$ cat src/rtl/ifu_fetch_pkg.sv
// Shared definitions for the instruction fetch unit: widths, opcodes,
// state encoding, FIFO entry layout and the static branch predictor.
// Optional feature macro: IFU_STATIC_BPU_EN (static backward-branch / JAL prediction).
`ifndef PC_WIDTH
`define PC_WIDTH 32
`endif
`ifndef INSTR_WIDTH
`define INSTR_WIDTH 32
`endif

package ifu_fetch_pkg;

   localparam int PC_W    = `PC_WIDTH;
   localparam int INSTR_W = `INSTR_WIDTH;

   localparam logic [6:0] OPC_JAL    = 7'b1101111;
   localparam logic [6:0] OPC_BRANCH = 7'b1100011;

   typedef enum logic [1:0] {
      ST_IDLE = 2'd0,
      ST_WAIT = 2'd1,
      ST_DROP = 2'd2,
      ST_HALT = 2'd3
   } ifu_state_e;

   typedef struct packed {
      logic [PC_W-1:0]    pc;
      logic [INSTR_W-1:0] instr;
      logic               prdt_taken;
      logic               misalign;
      logic               err;
   } ifu_entry_t;

   // Sign-extended J-type immediate
   function automatic logic [PC_W-1:0] imm_j(input logic [INSTR_W-1:0] i);
      return {{(PC_W-21){i[31]}}, i[31], i[19:12], i[20], i[30:21], 1'b0};
   endfunction

   // Sign-extended B-type immediate
   function automatic logic [PC_W-1:0] imm_b(input logic [INSTR_W-1:0] i);
      return {{(PC_W-13){i[31]}}, i[31], i[7], i[30:25], i[11:8], 1'b0};
   endfunction

   // JAL always taken, conditional branches taken only when backward.
   // Target arithmetic wraps naturally at PC_W bits.
   function automatic void static_predict(input  logic [PC_W-1:0]    pc,
                                          input  logic [INSTR_W-1:0] instr,
                                          output logic               taken,
                                          output logic [PC_W-1:0]    target);
      taken  = 1'b0;
      target = pc + PC_W'(4);
      if (instr[6:0] == OPC_JAL) begin
         taken  = 1'b1;
         target = pc + imm_j(instr);
      end else if ((instr[6:0] == OPC_BRANCH) && instr[31]) begin
         taken  = 1'b1;
         target = pc + imm_b(instr);
      end
   endfunction

endpackage

$ cat src/rtl/ifu_fetch_if.sv
// Instruction-bus interface of the fetch unit: request channel (valid/ready)
// and an always-accepted response channel.
`ifndef PC_WIDTH
`define PC_WIDTH 32
`endif
`ifndef INSTR_WIDTH
`define INSTR_WIDTH 32
`endif

interface ifu_fetch_if;
   logic                    ifu_req_valid_o;
   logic [`PC_WIDTH-1:0]    ifu_req_addr_o;
   logic                    ifu_req_ready_i;
   logic                    ifu_rsp_valid_i;
   logic [`INSTR_WIDTH-1:0] ifu_rsp_instr_i;
   logic                    ifu_rsp_err_i;

   modport master (
      output ifu_req_valid_o,
      output ifu_req_addr_o,
      input  ifu_req_ready_i,
      input  ifu_rsp_valid_i,
      input  ifu_rsp_instr_i,
      input  ifu_rsp_err_i
   );

   modport slave (
      input  ifu_req_valid_o,
      input  ifu_req_addr_o,
      output ifu_req_ready_i,
      output ifu_rsp_valid_i,
      output ifu_rsp_instr_i,
      output ifu_rsp_err_i
   );
endinterface

$ cat src/rtl/ifu_fetch_buf.sv
// Two-entry fetch FIFO with flush; flush wins over a simultaneous push/pop.
// Head is presented combinationally; caller masks it when empty.
module ifu_fetch_buf
   import ifu_fetch_pkg::*;
(
   input  logic       clk,
   input  logic       rst_n,
   input  logic       flush_i,
   input  logic       push_i,
   input  ifu_entry_t push_entry_i,
   input  logic       pop_i,
   output ifu_entry_t head_o,
   output logic [1:0] count_o
);

   localparam int DEPTH = 2;

   ifu_entry_t slot_vec [DEPTH];
   logic       rd_ptr_q, rd_ptr_d;
   logic       wr_ptr_q, wr_ptr_d;
   logic [1:0] count_q, count_d;

   // Pointer and occupancy update; flush empties everything
   always_comb begin
      rd_ptr_d = rd_ptr_q;
      wr_ptr_d = wr_ptr_q;
      count_d  = count_q;
      if (flush_i) begin
         rd_ptr_d = 1'b0;
         wr_ptr_d = 1'b0;
         count_d  = 2'd0;
      end else begin
         if (push_i) wr_ptr_d = ~wr_ptr_q;
         if (pop_i)  rd_ptr_d = ~rd_ptr_q;
         count_d = count_q + {1'b0, push_i} - {1'b0, pop_i};
      end
   end

   // Pointer and occupancy registers
   always_ff @(posedge clk or negedge rst_n) begin
      if (!rst_n) begin
         rd_ptr_q <= 1'b0;
         wr_ptr_q <= 1'b0;
         count_q  <= 2'd0;
      end else begin
         rd_ptr_q <= rd_ptr_d;
         wr_ptr_q <= wr_ptr_d;
         count_q  <= count_d;
      end
   end

   genvar gi;
   generate
      for (gi = 0; gi < DEPTH; gi++) begin : g_slot
         ifu_entry_t slot_q, slot_d;

         // Capture the pushed entry into the slot the write pointer selects
         always_comb begin
            slot_d = slot_q;
            if (!flush_i && push_i && (wr_ptr_q == 1'(gi))) slot_d = push_entry_i;
         end

         // Slot storage
         always_ff @(posedge clk or negedge rst_n) begin
            if (!rst_n) slot_q <= '0;
            else        slot_q <= slot_d;
         end

         assign slot_vec[gi] = slot_q;
      end
   endgenerate

   assign head_o  = slot_vec[rd_ptr_q];
   assign count_o = count_q;

endmodule

$ cat src/rtl/ifu_fetch.sv
// Instruction fetch unit: single-outstanding bus fetcher feeding a 2-entry
// buffer towards ID, with EX redirect, bus-error and misalign halting.
// Optional feature macro: IFU_STATIC_BPU_EN (static prediction of JAL and
// backward conditional branches); without it the next PC is always pc+4.
`ifndef PC_WIDTH
`define PC_WIDTH 32
`endif
`ifndef INSTR_WIDTH
`define INSTR_WIDTH 32
`endif

module ifu_fetch
   import ifu_fetch_pkg::*;
#(
   parameter logic [`PC_WIDTH-1:0] RESET_PC = 32'h0000_0000
) (
   input  logic                    clk,
   input  logic                    rst_n,
   ifu_fetch_if.master             ibus,
   input  logic                    ex_flush_i,
   input  logic [`PC_WIDTH-1:0]    ex_flush_pc_i,
   output logic                    IF_valid_o,
   input  logic                    ID_ready_i,
   output logic [`PC_WIDTH-1:0]    IF_pc_o,
   output logic [`INSTR_WIDTH-1:0] ifu_instr_o,
   output logic                    ifu_prdt_taken_o,
   output logic                    ifu_pc_misalign_o,
   output logic                    ifu_bus_err_o
);

   ifu_state_e       state_q, state_d;
   logic [PC_W-1:0]  pc_q, pc_d;        // next fetch address, or outstanding one in WAIT
   logic             started_q, started_d;

   logic [1:0]       buf_count;
   ifu_entry_t       buf_head;
   ifu_entry_t       push_entry;
   logic             push, pop, if_valid;

   logic             rsp_prdt;
   logic [PC_W-1:0]  rsp_npc;
   logic [PC_W-1:0]  fetch_pc;
   logic             can_req, req_valid;
   logic [2:0]       cnt_after;

   assign if_valid = (buf_count != 2'd0);
   assign pop      = if_valid && ID_ready_i;

   // Successor of the outstanding request's PC (sequential or predicted)
   always_comb begin
      rsp_prdt = 1'b0;
      rsp_npc  = pc_q + PC_W'(4);
`ifdef IFU_STATIC_BPU_EN
      static_predict(pc_q, ibus.ifu_rsp_instr_i, rsp_prdt, rsp_npc);
`endif
   end

   // Next-state, push decision and request generation; flush overrides all
   always_comb begin
      state_d    = state_q;
      pc_d       = pc_q;
      started_d  = 1'b1;
      push       = 1'b0;
      push_entry = '0;
      fetch_pc   = pc_q;
      can_req    = 1'b0;
      req_valid  = 1'b0;

      case (state_q)
         ST_IDLE: begin
            if (pc_q[1:0] != 2'b00) begin
               // Misaligned target: emit a marker entry once there is room, then stop
               if (({1'b0, buf_count} - {2'b00, pop}) < 3'd2) begin
                  push                = 1'b1;
                  push_entry.pc       = pc_q;
                  push_entry.misalign = 1'b1;
                  state_d             = ST_HALT;
               end
            end else begin
               can_req = 1'b1;
            end
         end
         ST_WAIT: begin
            if (ibus.ifu_rsp_valid_i) begin
               push             = 1'b1;
               push_entry.pc    = pc_q;
               push_entry.instr = ibus.ifu_rsp_instr_i;
               if (ibus.ifu_rsp_err_i) begin
                  push_entry.err = 1'b1;
                  state_d        = ST_HALT;
               end else begin
                  push_entry.prdt_taken = rsp_prdt;
                  state_d  = ST_IDLE;
                  pc_d     = rsp_npc;
                  fetch_pc = rsp_npc;
                  can_req  = 1'b1;
               end
            end
         end
         ST_DROP: begin
            // Discarded response returns; bus is free again this cycle
            if (ibus.ifu_rsp_valid_i) begin
               state_d = ST_IDLE;
               can_req = 1'b1;
            end
         end
         default: begin
         end
      endcase

      cnt_after = {1'b0, buf_count} - {2'b00, pop} + {2'b00, push};

      if (started_q && can_req && (fetch_pc[1:0] == 2'b00) &&
          (cnt_after <= 3'd1) && !ex_flush_i) begin
         req_valid = 1'b1;
         if (ibus.ifu_req_ready_i) begin
            state_d = ST_WAIT;
            pc_d    = fetch_pc;
         end
      end

      if (ex_flush_i) begin
         push       = 1'b0;
         push_entry = '0;
         pc_d       = ex_flush_pc_i;
         if (((state_q == ST_WAIT) || (state_q == ST_DROP)) && !ibus.ifu_rsp_valid_i)
            state_d = ST_DROP;
         else
            state_d = ST_IDLE;
      end
   end

   // State, fetch PC and post-reset start flag
   always_ff @(posedge clk or negedge rst_n) begin
      if (!rst_n) begin
         state_q   <= ST_IDLE;
         pc_q      <= RESET_PC;
         started_q <= 1'b0;
      end else begin
         state_q   <= state_d;
         pc_q      <= pc_d;
         started_q <= started_d;
      end
   end

   ifu_fetch_buf u_buf (
      .clk          (clk),
      .rst_n        (rst_n),
      .flush_i      (ex_flush_i),
      .push_i       (push),
      .push_entry_i (push_entry),
      .pop_i        (pop),
      .head_o       (buf_head),
      .count_o      (buf_count)
   );

   assign ibus.ifu_req_valid_o = req_valid;
   assign ibus.ifu_req_addr_o  = fetch_pc;

   assign IF_valid_o        = if_valid;
   assign IF_pc_o           = if_valid ? buf_head.pc    : '0;
   assign ifu_instr_o       = if_valid ? buf_head.instr : '0;
   assign ifu_prdt_taken_o  = if_valid && buf_head.prdt_taken;
   assign ifu_pc_misalign_o = if_valid && buf_head.misalign;
   assign ifu_bus_err_o     = if_valid && buf_head.err;

endmodule

$ cat src/flat_wrapper.sv
// flat-port wrapper written by rule: the top's interface ports become plain ports
module ifu_fetch_flat import ifu_fetch_pkg::*;
#(
   parameter logic [`PC_WIDTH-1:0] RESET_PC = 32'h0000_0000
)
  (clk, rst_n, ex_flush_i, ex_flush_pc_i, IF_valid_o, ID_ready_i, IF_pc_o, ifu_instr_o, ifu_prdt_taken_o, ifu_pc_misalign_o, ifu_bus_err_o, ibus_ifu_req_valid_o, ibus_ifu_req_addr_o, ibus_ifu_req_ready_i, ibus_ifu_rsp_valid_i, ibus_ifu_rsp_instr_i, ibus_ifu_rsp_err_i);
  ifu_fetch_if ibus_i ();
  input  logic clk;
  input  logic rst_n;
  input  logic ex_flush_i;
  input  logic [`PC_WIDTH-1:0] ex_flush_pc_i;
  output logic IF_valid_o;
  input  logic ID_ready_i;
  output logic [`PC_WIDTH-1:0] IF_pc_o;
  output logic [`INSTR_WIDTH-1:0] ifu_instr_o;
  output logic ifu_prdt_taken_o;
  output logic ifu_pc_misalign_o;
  output logic ifu_bus_err_o;
  output wire logic [$bits(ibus_i.ifu_req_valid_o)-1:0] ibus_ifu_req_valid_o;
  output wire logic [$bits(ibus_i.ifu_req_addr_o)-1:0] ibus_ifu_req_addr_o;
  input wire logic [$bits(ibus_i.ifu_req_ready_i)-1:0] ibus_ifu_req_ready_i;
  input wire logic [$bits(ibus_i.ifu_rsp_valid_i)-1:0] ibus_ifu_rsp_valid_i;
  input wire logic [$bits(ibus_i.ifu_rsp_instr_i)-1:0] ibus_ifu_rsp_instr_i;
  input wire logic [$bits(ibus_i.ifu_rsp_err_i)-1:0] ibus_ifu_rsp_err_i;
  assign ibus_ifu_req_valid_o = ibus_i.ifu_req_valid_o;
  assign ibus_ifu_req_addr_o = ibus_i.ifu_req_addr_o;
  assign ibus_i.ifu_req_ready_i = ibus_ifu_req_ready_i;
  assign ibus_i.ifu_rsp_valid_i = ibus_ifu_rsp_valid_i;
  assign ibus_i.ifu_rsp_instr_i = ibus_ifu_rsp_instr_i;
  assign ibus_i.ifu_rsp_err_i = ibus_ifu_rsp_err_i;
  ifu_fetch #(.RESET_PC(RESET_PC)) u_core (.clk(clk), .rst_n(rst_n), .ibus(ibus_i), .ex_flush_i(ex_flush_i), .ex_flush_pc_i(ex_flush_pc_i), .IF_valid_o(IF_valid_o), .ID_ready_i(ID_ready_i), .IF_pc_o(IF_pc_o), .ifu_instr_o(ifu_instr_o), .ifu_prdt_taken_o(ifu_prdt_taken_o), .ifu_pc_misalign_o(ifu_pc_misalign_o), .ifu_bus_err_o(ifu_bus_err_o));
endmodule
$ cat config.mk
export PLATFORM = sky130hd
export DESIGN_NAME = ifu_fetch_flat
export DESIGN_NICKNAME = d
export VERILOG_FILES = /design/src/rtl/ifu_fetch_pkg.sv /design/src/rtl/ifu_fetch_if.sv /design/src/rtl/ifu_fetch_buf.sv /design/src/rtl/ifu_fetch.sv /design/src/flat_wrapper.sv
export SDC_FILE = /design/constraint.sdc
export NUM_CORES = 1
export LEC_CHECK = 0
export BUFFER_PORTS_ARGS = -buffer_cell sky130_fd_sc_hd__buf_2
export CAP_MARGIN = 10
export CELL_PAD_IN_SITES_DETAIL_PLACEMENT = 1
export CELL_PAD_IN_SITES_GLOBAL_PLACEMENT = 1
export CORE_ASPECT_RATIO = 2
export CORE_MARGIN = 3
export CORE_UTILIZATION = 43
export CTS_BUF_LIST = sky130_fd_sc_hd__clkbuf_4 sky130_fd_sc_hd__clkbuf_8
export CTS_CLUSTER_SIZE = 20
export DETAILED_ROUTE_END_ITERATION = 10
export HOLD_SLACK_MARGIN = 0.02
export PLACE_DENSITY_LB_ADDON = 0.1
export SLEW_MARGIN = 30
export SYNTH_ARGS = -nofsm -noshare
export SYNTH_HDL_FRONTEND = slang
export SYNTH_SLANG_ARGS = --single-unit
$ cat constraint.sdc
create_clock -name clk -period 3.6 [get_ports clk]
set_input_delay 0.72 -clock clk [delete_from_list [all_inputs] [get_ports clk]]
set_output_delay 0.72 -clock clk [all_outputs]
set_load 0.02 [all_outputs]
After elaboration in Yosys (flattened, before gate mapping):

Index checks and enable logic that the tools add are counted.

* bits in registers: 173
* logic and storage cells: 94
* output and inout bits: 101
* input bits: 71

* eq/ne operators: 2
* $add $sub $neg: 5
* reductions and logical operators: 21
* bitwise gates (word level): 3
* $lt $le $gt $ge: 3
* multiplexer cells: 44

Operator list (number)
* 2-to-1 mux 67 bit: 4
* 2-to-1 mux 32 bit: 8
* 2-to-1 mux 65 bit: 1
* case mux 32 bit (2 select lines): 1
* 2-to-1 mux 33 bit: 1
* adder 32 x 3 -> 32 bit, second input constant: 1
* 2-to-1 mux 2 bit: 10
* 2-to-1 mux 1 bit: 16
* logical AND 1 bit: 12
* nonzero test 2 bit: 4
* case mux 2 bit (3 select lines): 1
* logical NOT 2 bit: 2
* adder 3 x 1 -> 3 bit: 1
* less-or-equal comparator 3 x 1 -> 1 bit, second input constant: 1
* less-than comparator 3 x 2 -> 1 bit, second input constant: 1
* case mux 1 bit (3 select lines): 1
* subtractor 2 x 1 -> 3 bit: 1
* adder 2 x 1 -> 2 bit: 1
* == test 2 x 1 -> 1 bit, second input constant: 1
* == test 2 bit, second input constant: 1
* >= comparator 2 bit, second input constant: 1
* logical NOT 1 bit: 2
* inverter 1 bit: 2
* inverter 1 -> 2 bit: 1
* 3 further kinds: 3

Logic depth before layout (Yosys ltp):

* word-level depth: 13
* mapped depth: 13
* mapped depth without buffers: 13

Modules after synthesis:

From an unflattened synthesis, not the netlist that was laid out.

* cell total of the unflattened synthesis: 796
* area, all modules: 9389.0 um^2

By module, submodules not included
* ifu_fetch_buf: area an instance 5979.5 um^2, cells an instance 374, sequential area each 3453.3 um^2, instances 1
* ifu_fetch: area an instance 3409.5 um^2, cells an instance 422, sequential area each 875.8 um^2, instances 1

Worst setup path before layout:

No wires, ideal clock.

* kind: register -> output
* from: register u_core.u_buf.count_q[1], in the netlist u_core.u_buf.count_o[1]
* to: output port ibus_ifu_req_valid_o
* buffers on the path: 0
* arrival: 2835 ps
* data required time: 2880 ps
* cell stages (with the launch flop): 13
* slack: 45 ps
* path through: dfrtp_1 -> nor2_1 -> inv_1 -> and2_1 -> ha_1 -> ha_1 -> o211ai_1 -> nand2_1 -> ha_1 -> ha_1 -> nor4b_1 -> nand3_1 -> a21oi_1

* cells in the longest elaborated chain, start to end: 12

RTL lines
* from (decl): RTL line ifu_fetch_buf.sv:21 `logic [1:0] count_q, count_d;`
* from (signal assigned): RTL line ifu_fetch_buf.sv:48 `count_q <= count_d;`
* nonzero test 2 bit *: RTL line ifu_fetch.sv:46 `assign if_valid = (buf_count != 2'd0);`
* via IF_valid_o: RTL line flat_wrapper.sv:12 `output logic IF_valid_o;`
* logical AND 1 bit *: RTL line ifu_fetch.sv:47 `assign pop = if_valid && ID_ready_i;`
* subtractor 2 x 1 -> 3 bit *: RTL line ifu_fetch.sv:73, ifu_fetch.sv:111
* less-than comparator 3 x 2 -> 1 bit: RTL line ifu_fetch.sv:73 `if (({1'b0, buf_count} - {2'b00, pop}) < 3'd2) begin`
* 2-to-1 mux 1 bit: RTL line ifu_fetch.sv:73
* 2-to-1 mux 1 bit: RTL line ifu_fetch.sv:71 `if (pc_q[1:0] != 2'b00) begin`
* case mux 1 bit (2 select lines): RTL line ifu_fetch.sv:69 `case (state_q)`
* adder 3 x 1 -> 3 bit *: RTL line ifu_fetch.sv:111 `cnt_after = {1'b0, buf_count} - {2'b00, pop} + {2'b00, push};`
* less-or-equal comparator 3 x 1 -> 1 bit *: RTL line ifu_fetch.sv:114 `(cnt_after <= 3'd1) && !ex_flush_i) begin`
* logical AND 1 bit *: RTL line ifu_fetch.sv:113 `if (started_q && can_req && (fetch_pc[1:0] == 2'b00) &&`
* logical AND 1 bit *: RTL line ifu_fetch.sv:114
* 2-to-1 mux 1 bit *: RTL line ifu_fetch.sv:113
* to (decl): RTL line flat_wrapper.sv:19 `output wire logic [$bits(ibus_i.ifu_req_valid_o)-1:0] ibus_ifu_req_valid_o;`

Mark *: on every way through the listed nets, which the timed path passes. The rest lies on a longest branch.

Final worst setup path:

* from: register u_core.u_buf.count_q[1], in the netlist u_core.u_buf.count_o[1]
* to: output port ibus_ifu_req_valid_o

* cells in the longest elaborated chain, start to end: 12

RTL lines (RTL line)
* nonzero test 2 bit: ifu_fetch.sv:46
* logical AND 1 bit: ifu_fetch.sv:47
* subtractor 2 x 1 -> 3 bit *: ifu_fetch.sv:73, ifu_fetch.sv:111
* less-than comparator 3 x 2 -> 1 bit: ifu_fetch.sv:73
* 2-to-1 mux 1 bit: ifu_fetch.sv:73
* 2-to-1 mux 1 bit: ifu_fetch.sv:71
* case mux 1 bit (2 select lines): ifu_fetch.sv:69
* adder 3 x 1 -> 3 bit *: ifu_fetch.sv:111
* less-or-equal comparator 3 x 1 -> 1 bit *: ifu_fetch.sv:114
* logical AND 1 bit *: ifu_fetch.sv:113
* logical AND 1 bit *: ifu_fetch.sv:114
* 2-to-1 mux 1 bit *: ifu_fetch.sv:113

Mark *: on every way between the ends. The rest lies on a longest branch, timed or not.

==> impl_metrics.yaml <==
timing:
  rsz0062_at_grt: "true"
  setup_viol: 1
  final.period_utilization: 1.02
  hold_violations: 0
  fin_skew_ps: 16.9
  tns_ps: -79.3
  slew_headroom: 0.488
  slew_violations: 0
  max_freq_ghz: 0.272
  min_period_ps: 3680
  fin_ws_ps: -79.3
  worst_pin_slew_ps: 769
global_routing:
  grt_overflow_total: 0
  grt_pass1_vias: 7962
  grt_pass1_wl_um: 40400
  antenna_found_initial: 1
  grt_max_degree: 101
  grt_usage: 0.233
place:
  dp_cells: 1337
  gp_congestion: 0.841
  dp_slack_ps: -25.8
  dp_hpwl_um: 17200
  port-buffer-count: 170
clocking:
  clockBufferDepth: 2
  root_buffer: "clkbuf_8"
  cts_tree: "built"
  cts_buffers: 17
  cts.sinks: 171
  path_clk_slew_ps: 90
  htreeDepth: 4
  insertion_delay_ps: 460
synth:
  netlist_area_um2: 8590
  synth_xor_area_frac: 0.0255
  yosys_warnings: 0
  syn_nets: 1040
  synth.area.mux_share: 0.0966
  ys_ff_latch: 171
  syn_avg_cell_area_um2: 8.96
  synth_compound_gate_area_share: 0.118
  synthCells: 958
  yosysUniqueCellTypes: 51
  synthSimpleGateAreaFrac: 0.204
  async_flop_share: 1.00
  synth_edf_count: 0
  seq_area_frac_synth: 0.498
  synth_fa_ha_area_frac: 0.0160
  synth_top_family_by_area: "simple AND/OR/NAND/NOR gates"
  synth_flop_cell: "dfrtp_1"
route:
  wl_um: 24700
  drt_iter0_drc: 206
  vias_per_cell: 5.26
  ant_nets: 0
  via_count: 7316
  drtPass1Iterations: 4
  wl_per_cell_um: 17.7
  drc: 0
outcome:
  status: "complete, but fails checks"
  failed_checks: "negative setup slack"
critical_path:
  path_class: "flip-flop to output port"
  critPathMaxFanout: 3
  rr_worst_depth: 20
  start_kind: "flip-flop"
  worstPathRequired_ps: 2880
  end_kind: "output port"
  critPathArrivalTime_ps: 2960
die:
  start_util: 0.441
  boundaryPins: 172
  die_width_um: 106
  die_area_um2: 21800
  fp.dieH_um: 206
  num_rows: 72
  core-area_um2: 19500
layout:
  area_growth_pct: 21.3
  final_nets: 1202
  final_cells: 1391
  fin_util: 0.535
  drive_gt1_frac: 0.253
power:
  ir_drop_mv: 0.446
  p_leak_uw: 0.00475
  power_density_nw_per_um2: 709
  total_power_uw: 7380
job:
  maxCapViolCount: 0
hold_path:
  min_path_type: "primary input to async pin"
## routing by layer
layer | part of all wire | vias to the layer above | global-route usage
met4 | 0.020 | 0 | 0.0732
li1 | - | 3570 | -
met3 | 0.028 | 28 | 0.0353
met5 | 0 | - | 0
met2 | 0.56 | 137 | 0.461
met1 | 0.39 | 3581 | 0.250
## cell usage after synthesis (all sizes together) (2+ instances only)
master  instances  area share
nand2         216       0.094
dfrtp         171        0.50
o21ai         141       0.082
nor2           92       0.040
mux2i          66       0.077
clkbuf         51       0.022
nand3          25       0.015
buf            21       0.012
mux2           15       0.020
inv            14      0.0061
xor2           13       0.013
nand4          12      0.0095
xnor2          12       0.012
ha             11       0.016
or4            11       0.010
a31oi           9      0.0066
o31ai           9      0.0079
nor3            8      0.0047
nor4            8      0.0066
nor2b           7      0.0051
a22oi           5      0.0044
a221o           4      0.0047
and4            4      0.0041
a21oi           3      0.0017
and2            3      0.0022
a21o            2      0.0017
and3            2      0.0015
conb            2     0.00087
nand2b          2      0.0015
nand4b          2      0.0020
o211a           2      0.0023
o311a           2      0.0023
or3             2      0.0015
## power by group
part	total [uW]	switching [uW]	internal [uW]
Combinational	3120	1930	1190
Sequential	2900	398	2500
Clock	1360	696	665
Total	7380	3030	4350
## path summary, 6_finish.rpt
kind	slack, ps	start	end
worst min-delay path	270	rst_n	u_core.u_buf.g_slot[0].slot_q[30]
min in group clk	480	u_core.u_buf.g_slot[0].slot_q[43]	u_core.u_buf.g_slot[0].slot_q[43]
max in group asynchronous	2440	rst_n	u_core.u_buf.g_slot[0].slot_q[61]
worst min register to register	480	u_core.u_buf.g_slot[0].slot_q[43]	u_core.u_buf.g_slot[0].slot_q[43]
worst max-delay path	-80	u_core.u_buf.count_o[1]	ibus_ifu_req_valid_o
worst max register to register	30	u_core.u_buf.count_o[1]	u_core.state_q[1]
## flip-flops by register name (all words and copies together) (netlist names)
name and cells:
u_core.started_q 1, u_core.state_q 2, u_core.u_buf.g_slot.slot_q 132, u_core.pc_q 32
u_core.u_buf.wr_ptr_q 1, u_core.u_buf.rd_ptr_q 1, u_core.u_buf.count_o 2
## worst max-delay path, cell delays in order (launching register included)
cell	delay [ps]
dfrtp_1	420
nor2_4	140
inv_2	50
and2_4	150
ha_4	160
ha_4	270
o211ai_1	100
nand2_1	120
ha_2	200
ha_4	200
nor4b_2	260
nand3_1	170
a21oi_2	140
buf_6	130
## kinds of logic (layout without fill, tap and decap cells)
kind of cell | after synthesis | after routing
AOI/OAI and AO/OA | 182 | 182
xor gates and xnor gates | 25 | 25
adders and majority gates | 11 | 11
buffers and inverters | 86 | 259
DFF | 171 | 171
muxes | 81 | 81
other | 2 | 3
and+or+nand+nor | 400 | 400
## stage by stage
step                      hold WS [ps]  area (um2)
after CTS                          263       10300
after global routing               294       10400
final                              272       10400
after floorplan                    424        8590
after detailed placement           469        9720
after global placement             460        9720
## layout make-up
| class | count | area [um2] |
|---|---|---|
| diodes | 1 | 2.50 |
| clock buffers | 20 | 275 |
| clock inverters | 10 | 118 |
| fillers | 2386 | 9040 |
| inverters | 14 | 52.6 |
| multi-input cells | 701 | 4110 |
| flip-flops and latches | 171 | 4280 |
| well taps | 259 | 324 |
| repair buffers | 215 | 1250 |
## cells in the final DEF (no fill, tap or decap), types with 5 or more instances in the layout
cell / synthesis / final
nor3_1: 8 / 8
nand2_1: 216 / 215
ha_4: 0 / 5
nor4_1: 7 / 7
inv_1: 13 / 11
nand4_1: 11 / 11
a22oi_1: 5 / 5
mux2i_1: 66 / 66
nor2_1: 92 / 91
xnor2_1: 12 / 11
mux2_2: 15 / 15
o21ai_0: 140 / 140
nand3_1: 25 / 25
o31ai_1: 9 / 9
a31oi_1: 9 / 9
dfrtp_1: 171 / 170
buf_2: 8 / 168
buf_4: 4 / 41
clkbuf_8: 0 / 20
xor2_1: 13 / 12
or4_1: 10 / 10
nor2b_1: 7 / 6
## repair_timing
action | 4_1_cts | 5_1_grt
pin swaps | 8 | 10
resized for setup | 9 | 14
setup buffers | 22 | 4
hold buffers | 0 | 0
endpoints found under the setup margin | 1 | 11
hold endpoints to repair | 0 | 0
Note: power is estimated with default switching activity, not from simulation.
